### config.mk
export PLATFORM = sky130hd
export DESIGN_NAME = jedro_1_decoder
export DESIGN_NICKNAME = d
export VERILOG_FILES = /design/src/rtl/jedro_1_pkg.sv /design/src/rtl/jedro_1_hazard_scoreboard.sv /design/src/rtl/jedro_1_decoder.sv
export SDC_FILE = /design/constraint.sdc
export NUM_CORES = 1
export LEC_CHECK = 0
export CAP_MARGIN = 20
export CELL_PAD_IN_SITES_DETAIL_PLACEMENT = 2
export CELL_PAD_IN_SITES_GLOBAL_PLACEMENT = 2
export CORE_MARGIN = 2
export CORE_UTILIZATION = 22
export DETAILED_ROUTE_END_ITERATION = 7
export PLACE_DENSITY = 0.82
export SKIP_LAST_GASP = 1
export SLEW_MARGIN = 20
export SYNTH_ARGS = -nofsm -noshare
export SYNTH_HDL_FRONTEND = slang
export SYNTH_HIERARCHICAL = 1
export SYNTH_SLANG_ARGS = --single-unit
### constraint.sdc
create_clock -name clk_i -period 2.7 [get_ports clk_i]
set_input_delay 0.405 -clock clk_i [delete_from_list [all_inputs] [get_ports clk_i]]
set_output_delay 0.405 -clock clk_i [all_outputs]
set_load 0.005 [all_outputs]
### src/rtl/jedro_1_pkg.sv
// Shared constants for the jedro-1 decode stage: widths, ALU op codes, opcodes.
package jedro_1_pkg;

  localparam int DATA_WIDTH     = 32;
  localparam int REG_ADDR_WIDTH = 5;
  localparam int ALU_OP_WIDTH   = 4;

  // ALU op = {variant bit, funct3}; the variant bit selects SUB/SRA.
  localparam logic [ALU_OP_WIDTH-1:0] ALU_OP_ADD  = 4'b0000;
  localparam logic [ALU_OP_WIDTH-1:0] ALU_OP_SUB  = 4'b1000;
  localparam logic [ALU_OP_WIDTH-1:0] ALU_OP_SLL  = 4'b0001;
  localparam logic [ALU_OP_WIDTH-1:0] ALU_OP_SLT  = 4'b0010;
  localparam logic [ALU_OP_WIDTH-1:0] ALU_OP_SLTU = 4'b0011;
  localparam logic [ALU_OP_WIDTH-1:0] ALU_OP_XOR  = 4'b0100;
  localparam logic [ALU_OP_WIDTH-1:0] ALU_OP_SRL  = 4'b0101;
  localparam logic [ALU_OP_WIDTH-1:0] ALU_OP_SRA  = 4'b1101;
  localparam logic [ALU_OP_WIDTH-1:0] ALU_OP_OR   = 4'b0110;
  localparam logic [ALU_OP_WIDTH-1:0] ALU_OP_AND  = 4'b0111;

  localparam logic [6:0] OPCODE_OP    = 7'b0110011;
  localparam logic [6:0] OPCODE_OPIMM = 7'b0010011;
  localparam logic [6:0] OPCODE_LUI   = 7'b0110111;

  localparam logic [6:0] FUNCT7_ZERO = 7'b0000000;
  localparam logic [6:0] FUNCT7_ALT  = 7'b0100000;

  // Sign-extend an I-type 12-bit immediate to the data width.
  function automatic logic [DATA_WIDTH-1:0] sext_imm12(input logic [11:0] imm);
    return {{(DATA_WIDTH-12){imm[11]}}, imm};
  endfunction

endpackage

### src/rtl/jedro_1_hazard_scoreboard.sv
// Tracks the destination registers of the last DEPTH issued instructions and
// flags a read-after-write hazard for the instruction currently offered.
module jedro_1_hazard_scoreboard
  import jedro_1_pkg::*;
#(
  parameter int DEPTH = 2
) (
  input  logic                      clk_i,
  input  logic                      rstn_i,
  input  logic                      push_valid,
  input  logic [REG_ADDR_WIDTH-1:0] push_rd,
  input  logic [REG_ADDR_WIDTH-1:0] rs1,
  input  logic [REG_ADDR_WIDTH-1:0] rs2,
  input  logic                      use_rs1,
  input  logic                      use_rs2,
  output logic                      hazard,
  output logic [DEPTH-1:0]          entry_valid
);

  logic [DEPTH-1:0]          valid_q;
  logic [REG_ADDR_WIDTH-1:0] rd_q [DEPTH];
  logic                      hit_a;
  logic                      hit_b;

  // Shift one entry per cycle; a non-writing cycle pushes an invalid entry.
  always_ff @(posedge clk_i) begin
    if (!rstn_i) begin
      valid_q <= '0;
      for (int i = 0; i < DEPTH; i++) rd_q[i] <= '0;
    end else begin
      valid_q[0] <= push_valid;
      rd_q[0]    <= push_rd;
      for (int i = 1; i < DEPTH; i++) begin
        valid_q[i] <= valid_q[i-1];
        rd_q[i]    <= rd_q[i-1];
      end
    end
  end

  // x0 never creates a dependency, so it is excluded from the match.
  always_comb begin
    hit_a = 1'b0;
    hit_b = 1'b0;
    for (int i = 0; i < DEPTH; i++) begin
      if (valid_q[i] && (rd_q[i] == rs1)) hit_a = 1'b1;
      if (valid_q[i] && (rd_q[i] == rs2)) hit_b = 1'b1;
    end
    hazard = (use_rs1 && (rs1 != '0) && hit_a) ||
             (use_rs2 && (rs2 != '0) && hit_b);
  end

  assign entry_valid = valid_q;

endmodule

### src/rtl/jedro_1_decoder.sv
// Decode stage: decodes OP / OP-IMM / LUI, reads the register file and
// registers the ALU operation, interlocking on its own in-flight writes.
module jedro_1_decoder
  import jedro_1_pkg::*;
#(
  parameter int HAZARD_DEPTH = 2
) (
  input  logic                      clk_i,
  input  logic                      rstn_i,
  input  logic [31:0]               instr_i,
  input  logic                      instr_valid_i,
  output logic                      instr_ready_o,
  output logic [REG_ADDR_WIDTH-1:0] rf_addr_a_o,
  output logic [REG_ADDR_WIDTH-1:0] rf_addr_b_o,
  input  logic [DATA_WIDTH-1:0]     rf_data_a_i,
  input  logic [DATA_WIDTH-1:0]     rf_data_b_i,
  output logic [ALU_OP_WIDTH-1:0]   alu_op_sel_o,
  output logic [DATA_WIDTH-1:0]     opa_o,
  output logic [DATA_WIDTH-1:0]     opb_o,
  output logic [REG_ADDR_WIDTH-1:0] reg_alu_dest_addr_o,
  output logic                      alu_reg_wb_o,
  output logic                      illegal_instr_o
);

  logic [6:0]                opcode;
  logic [2:0]                funct3;
  logic [6:0]                funct7;
  logic [REG_ADDR_WIDTH-1:0] rs1;
  logic [REG_ADDR_WIDTH-1:0] rs2;
  logic [REG_ADDR_WIDTH-1:0] rd;

  logic                      legal;
  logic                      use_rs1;
  logic                      use_rs2;
  logic [ALU_OP_WIDTH-1:0]   op;
  logic [DATA_WIDTH-1:0]     opa;
  logic [DATA_WIDTH-1:0]     opb;

  logic                      hazard;
  logic                      accept;
  logic                      issue;
  logic                      writes_rd;
  logic [HAZARD_DEPTH-1:0]   sb_valid_unused;

  assign opcode = instr_i[6:0];
  assign funct3 = instr_i[14:12];
  assign funct7 = instr_i[31:25];
  assign rs1    = instr_i[19:15];
  assign rs2    = instr_i[24:20];
  assign rd     = instr_i[11:7];

  assign rf_addr_a_o = rs1;
  assign rf_addr_b_o = rs2;

  // Opcode decode, legality and operand selection for the offered instruction.
  always_comb begin
    legal   = 1'b0;
    use_rs1 = 1'b0;
    use_rs2 = 1'b0;
    op      = ALU_OP_ADD;
    opa     = '0;
    opb     = '0;
    if (instr_i[1:0] == 2'b11) begin
      case (opcode)
        OPCODE_OP: begin
          use_rs1 = 1'b1;
          use_rs2 = 1'b1;
          opa     = rf_data_a_i;
          opb     = rf_data_b_i;
          op      = {funct7[5], funct3};
          legal   = (funct7 == FUNCT7_ZERO) ||
                    ((funct7 == FUNCT7_ALT) && ((funct3 == 3'b000) || (funct3 == 3'b101)));
        end
        OPCODE_OPIMM: begin
          use_rs1 = 1'b1;
          opa     = rf_data_a_i;
          if (funct3 == 3'b001) begin
            opb   = {{(DATA_WIDTH-5){1'b0}}, instr_i[24:20]};
            op    = {instr_i[30], funct3};
            legal = (funct7 == FUNCT7_ZERO);
          end else if (funct3 == 3'b101) begin
            opb   = {{(DATA_WIDTH-5){1'b0}}, instr_i[24:20]};
            op    = {instr_i[30], funct3};
            legal = (funct7 == FUNCT7_ZERO) || (funct7 == FUNCT7_ALT);
          end else begin
            opb   = sext_imm12(instr_i[31:20]);
            op    = {1'b0, funct3};
            legal = 1'b1;
          end
        end
        OPCODE_LUI: begin
          opb   = {instr_i[31:12], 12'b0};
          legal = 1'b1;
        end
        default: legal = 1'b0;
      endcase
    end
  end

  assign instr_ready_o = ~hazard;
  assign accept        = instr_valid_i & instr_ready_o;
  assign issue         = accept & legal;
  assign writes_rd     = issue & (rd != '0);

  jedro_1_hazard_scoreboard #(
    .DEPTH(HAZARD_DEPTH)
  ) u_scoreboard (
    .clk_i      (clk_i),
    .rstn_i     (rstn_i),
    .push_valid (writes_rd),
    .push_rd    (rd),
    .rs1        (rs1),
    .rs2        (rs2),
    .use_rs1    (use_rs1),
    .use_rs2    (use_rs2),
    .hazard     (hazard),
    .entry_valid(sb_valid_unused)
  );

  // Register the issued instruction, or a bubble (ADD 0,0 to x0) when nothing issues.
  always_ff @(posedge clk_i) begin
    if (!rstn_i) begin
      alu_op_sel_o        <= ALU_OP_ADD;
      opa_o               <= '0;
      opb_o               <= '0;
      reg_alu_dest_addr_o <= '0;
      alu_reg_wb_o        <= 1'b0;
      illegal_instr_o     <= 1'b0;
    end else begin
      illegal_instr_o <= accept & ~legal;
      if (issue) begin
        alu_op_sel_o        <= op;
        opa_o               <= opa;
        opb_o               <= opb;
        reg_alu_dest_addr_o <= rd;
        alu_reg_wb_o        <= (rd != '0);
      end else begin
        alu_op_sel_o        <= ALU_OP_ADD;
        opa_o               <= '0;
        opb_o               <= '0;
        reg_alu_dest_addr_o <= '0;
        alu_reg_wb_o        <= 1'b0;
      end
    end
  end

endmodule

; ---- Yosys cells after proc, flatten, opt, wreduce, memory -nomap -nowiden
; Memory sizes are Yosys's and may differ from the RTL's.
; Cells that the tools add are included.
[op_classes]
eq_ne = 11
n_mux = 22
bitwise_logic = 8
n_reduce_logical = 22
[op_table]
columns = operator, n
row1 = 32-bit case mux with 3 select lines, 1
row2 = 32-bit two-way mux, 2
row3 = "7-bit by 6-bit equality test with 1-bit output, second input constant", 3
row4 = 5-bit equality test, 4
row5 = 5-bit nonzero test, 3
row6 = 1-bit two-way mux, 13
row7 = 5-bit two-way mux, 2
row8 = 1-bit logical AND, 9
row9 = 4-bit two-way mux, 2
row10 = 4-bit case mux with 2 select lines, 1
row11 = "7-bit by 5-bit equality test with 1-bit output, second input constant", 1
row12 = 7-bit zero test, 1
row13 = 1-bit AND, 4
row14 = 1-bit logical OR, 4
row15 = 4-bit AND reduction, 1
row16 = "3-bit by 1-bit equality test with 1-bit output, second input constant", 1
row17 = "3-bit equality test, second input constant", 1
row18 = 3-bit zero test, 1
row19 = 1-bit case mux with 3 select lines, 1
row20 = 3-bit AND reduction, 1
row21 = "2-bit equality test, second input constant", 1
row22 = 1-bit inverter, 2
row23 = 1-bit bitwise OR, 2
row24 = 2-bit AND reduction, 1
row25 = 2-bit OR reduction, 1
[word_totals]
regBits = 77
ramBits = 10
out_inout_bits = 86
wordCells = 71
n_memories = 1
[mem_list]
columns = name, words, word_bits, read_ports, rd_ports_with_merged_regs, write_ports, line_no
row1 = u_scoreboard.rd_q, 2, 5, 2, 0, 2, jedro_1_hazard_scoreboard.sv:21  ; logic [REG_ADDR_WIDTH-1:0] rd_q [DEPTH];

; ---- Depth between registers and ports, before layout
[logic_depth]
ltp_word = 11
ltp_mapped = 10

; ---- Modules after synthesis
; Netlist, hierarchy kept.
[by_module_without_submodules]
columns = module, instances, cells_per_inst, area_each_um2, seq_area_each_um2
row1 = jedro_1_decoder, 1, 260, 2751.4, 1501.4
row2 = jedro_1_hazard_scoreboard, 1, 58, 580.6, 240.2

; ---- Worst setup path before layout
; OpenSTA, ideal clock, no wires.
[synth_path]
kind = input to register
startpoint = input instr_i[2]
endpoint = register opb_o[12]
setup_ns = 0.078
arrival_ns = 2.139
required_ns = 2.622
setup_slack_ns = 0.483
cell_stages = 10
n_path_buf = 3
path_cell_list = buf_2 -> buf_1 -> nor3_1 -> o21ai_1 -> o22ai_1 -> nand3b_1 -> nor4b_1 -> o21ai_2 -> buf_6 -> nor3_1
[synth_between]
elab_chain_cells = 11
[synth_rtl]
columns = element, line_no
row1 = "start, declared", jedro_1_decoder.sv:10  ; input logic [31:0] instr_i,
row2 = 7-bit by 5-bit equality test with 1-bit output / 7-bit by 6-bit equality test with 1-bit output (equally long branches), jedro_1_decoder.sv:64  ; case (opcode)
row3 = 2-bit OR reduction (no source line) *, -
row4 = 1-bit two-way mux *, jedro_1_decoder.sv:64
row5 = 1-bit two-way mux *, jedro_1_decoder.sv:63  ; if (instr_i[1:0] == 2'b11) begin
row6 = named net use_rs1, jedro_1_decoder.sv:33  ; logic use_rs1;
row7 = 1-bit logical AND * (2 in a row), jedro_1_hazard_scoreboard.sv:48  ; hazard = (use_rs1 && (rs1 != '0) && hit_a) ||
row8 = 1-bit logical OR *, jedro_1_hazard_scoreboard.sv:48
row9 = named net hazard, jedro_1_decoder.sv:39  ; logic hazard;
row10 = 1-bit inverter *, jedro_1_decoder.sv:100  ; assign instr_ready_o = ~hazard;
row11 = 1-bit AND *, jedro_1_decoder.sv:101  ; assign accept = instr_valid_i & instr_ready_o;
row12 = 1-bit AND *, jedro_1_decoder.sv:102  ; assign issue = accept & legal;
row13 = 3-bit AND reduction (no source line) *, -
row14 = "end signal, assigned", jedro_1_decoder.sv:134  ; opb_o <= opb;
row15 = "end, declared", jedro_1_decoder.sv:19  ; output logic [DATA_WIDTH-1:0] opb_o,
; Mark *: on every way through the listed nets, which the timed path passes. The rest lies on a longest branch.
; A chain may end at the register's enable or synchronous reset.

; ---- Worst setup path after layout
[layout_path]
startpoint = input instr_i[22]
endpoint = register opb_o[11]
[layout_between]
elab_chain_cells = 10
[layout_rtl]
columns = element, line_no
row1 = 5-bit equality test, jedro_1_hazard_scoreboard.sv:46  ; if (valid_q[i] && (rd_q[i] == rs2)) hit_b = 1'b1;
row2 = 1-bit logical AND, jedro_1_hazard_scoreboard.sv:46
row3 = 1-bit two-way mux (2 in a row), jedro_1_hazard_scoreboard.sv:46
row4 = 1-bit logical AND *, jedro_1_hazard_scoreboard.sv:49  ; (use_rs2 && (rs2 != '0) && hit_b);
row5 = 1-bit logical OR *, jedro_1_hazard_scoreboard.sv:48
row6 = named net hazard, jedro_1_decoder.sv:39
row7 = 1-bit inverter *, jedro_1_decoder.sv:100
row8 = 1-bit AND *, jedro_1_decoder.sv:101
row9 = 1-bit AND *, jedro_1_decoder.sv:102
row10 = 3-bit AND reduction (no source line) *, -
; Marks and branches as above.

==> run metrics <==
status=complete, but fails checks; failing checks=setup timing; Startpoint Class=input port; combinational share of power=12.7%; Num CTS Buffers=9; Core Rows=44; worst vdd ir=0.296 mV; async set-reset flop share out of synthesis=0%; fill count=1,513; Netlist Area Pre-Place=3330 sq um; fin worst setup slack=-0.184 ns; DRC=0; Worst Tran Pin Value=0.530 ns; I/O Buffers=184; area post-placement=5430 sq um; Switch Pwr=715 uW; vias in the first global route=3,530; FF+latch count, synth=87; Sw Ratio=22.7%; sequential cell area=1740 sq um; # setup viols final=1; final slew viol count=0; Reg clk slew, reported paths=0.07 ns; worst clock skew=0.00694 ns; Tot Pwr=3.15 mW; Via-to-Cell Ratio=4.46; Die Area=16,100 sq um; maximum number of pins on one net before global-route repair=37; Reg-to-Reg Start=u_scoreboard/rd_q[0][3]; Clock Latency Late Sink=0.34 ns; fin crit period=2.88 ns; post-synthesis sequential area ratio=52.3%; Crit path required time=2.91 ns; WP depth=11; FF-to-FF path depth=9; multi-input logic area=1640 sq um; EDFF count, synth=0; final wirelength=14.7 mm; Layout Nets=618; clock root buffer=clkbuf_16; CTS H-tree lvls=3; antenna violations before repair=0; Syn Inst Count=318; first-pass GRT wire length=20.4 mm; Num Clock Sinks=87; Pleak=2.34 nW; Synth Warn #=6; Finished Cell Area=6160 sq um; R2R Setup Slk=-0.05 ns; final core utilization=42.1%; unique cell type count in the Yosys netlist=36; PD cells=511 nW/um^2; Remaining Overflow, GRT=0; Hold Vio Cnt, Final=0; Hold Worst Slack=0.512 ns; Die Y=127 um; # diodes=0; Reg power frac=41.3%; slowest stage delay, CP=0.53 ns; clock network power share=46.0%; WP buf/inv=3; Routability Congestion=0.829; syn_nets=417; dpl ws=-0.358 ns; largest delay contributor family on the critical path=simple AND/OR/NAND/NOR gates; crit end category=register; CP max stage cell=clkdlybuf4s50_1; CTS tree=built; post-route ant nets=0; Post-CTS Hold Fix Bufs=0; Rel. slew slack=64.5%; placed cell count=681; syn avg cell area=10.5 sq um; WL/cell=20.8 um; crit-path cells=clkdlybuf4s50_1, buf_6, xor2_1, nor4_1, a32oi_1, o22ai_2, nand3b_1, nor4b_4, o21ai_4, buf_4, nor4b_1; HP Start=u_scoreboard/entry_valid[0]; Hold Path Class=reg2reg; layout cells sized above 1=20.8%; Primary FF master, synth=dfxtp_1; worst hold stages=1; max-cap violations=0; RSZ-0062 raised after global routing=true; Worst EP arrival=3.09 ns; Top-Level Pins=185; via count=3,160; Worst Setup SP=instr_i[22]; Clock Path Buffers=2; total core area=14,600 sq um; WS Path Type=in2reg; Tot GR Track Use=16.8%; Area growth syn-to-layout=84.9%; fmax=0.347 GHz; Setup Total Neg Slack=-0.184 ns; Final Non-Filler Cells=708; DR pass1 iterations=4; Starting Density=22.8%; dpl hpwl=10.5 mm; Die X=127 um; period utilisation layout=107%; Worst Path Max Fanout=5; internal power=2.43 mW; Iter 0 DRT Violations=102
## cells in the final DEF (no fill, tap or decap), types with 2 or more instances in the layout
cell / synthesis / final
nor3b_2: 0 / 3
xor2_1: 16 / 13
mux2i_1: 5 / 5
nor3_4: 0 / 3
mux2_2: 20 / 20
clkbuf_1: 8 / 2
buf_12: 0 / 2
nor4_1: 7 / 6
a22oi_1: 7 / 7
dlygate4sd2_1: 0 / 4
nor3_1: 22 / 3
or4_4: 1 / 3
buf_4: 10 / 24
dlymetal6s2s_1: 0 / 6
clkdlybuf4s50_1: 0 / 174
buf_6: 5 / 6
nor3b_4: 0 / 2
nor3_2: 0 / 16
a21oi_1: 20 / 20
inv_1: 4 / 4
and2_1: 47 / 47
a32oi_1: 2 / 2
nand2_1: 2 / 2
nor2_1: 16 / 16
o21ai_4: 0 / 2
xor2_2: 0 / 3
clkbuf_16: 0 / 11
xnor2_1: 4 / 4
and4_4: 1 / 2
dfxtp_1: 87 / 87
nand2b_1: 3 / 3
bufinv_16: 0 / 3
or4_1: 4 / 2
## final timing paths
check | end
worst max-delay path | opb_o[11]
worst min-delay path | u_scoreboard/entry_valid[1]
worst max register to register | opb_o[11]
worst min register to register | u_scoreboard/entry_valid[1]
## per-layer routing
layer / up-vias / share of wire [%] / track usage (%)
met1: 1530 / 39 / 18.2
met2: 130 / 53 / 30.8
li1: 1479 / - / -
met3: 21 / 5.7 / 5.23
met4: 0 / 2.4 / 5.95
met5: - / 0 / 0
## area by class of cell
class                           count  area share (%)
Clock inverter                      5            1.73
Sequential cell                    87            28.3
Timing Repair Buffer              218            35.5
Clock buffer                       11            3.78
Multi-Input combinational cell    199            26.7
Inverter                            4           0.244
Tap cell                          184            3.74
## cell usage after synthesis (all sizes together) (4+ instances only)
library cell	number	area share, %
mux2	20	6.8
or4	5	1.2
nor3b	6	1.4
xor2	16	4.2
nor2	16	1.8
a22oi	7	1.6
dfxtp	87	52
clkbuf	8	0.90
mux2i	5	1.5
xnor2	4	1.1
inv	4	0.45
nor3	22	3.3
and2	47	8.8
nor4	7	1.3
a21oi	20	3.0
buf	21	4.8
## sequential cells by signal, indices dropped and copies added, names as in the netlist
signal / cells
u_scoreboard/rd_q: 10
reg_alu_dest_addr_o: 5
illegal_instr_o: 1
opa_o: 32
opb_o: 32
alu_op_sel_o: 4
alu_reg_wb_o: 1
u_scoreboard/entry_valid: 2
## cell families after synthesis
logic type	Yosys count	share of synthesized area [%]
compound gates	37	7.47
simple gates	116	20.6
flops	87	52.3
xor+xnor	20	5.26
buf+inv	33	6.12
mux	25	8.26
## power groups by stage
| stage | Sequential [mW] | Clock (mW) | Combinational [mW] |
|---|---|---|---|
| 2_1_floorplan | 1.33 | 0 | 0.128 |
| 3_3_place_gp | 1.33 | 0 | 0.356 |
| 3_5_place_dp | 1.33 | 0 | 0.365 |
| 4_1_cts | 1.30 | 1.49 | 0.367 |
| 5_1_grt | 1.30 | 1.56 | 0.426 |
| 6_report | 1.30 | 1.45 | 0.398 |
## what timing repair did
action	CTS	global route
gates cloned	0	4
pin swaps	4	7
setup buffers	0	7
resized for setup	4	55
setup endpoints to repair	5	61
Note: power is estimated with default switching activity, not from simulation.
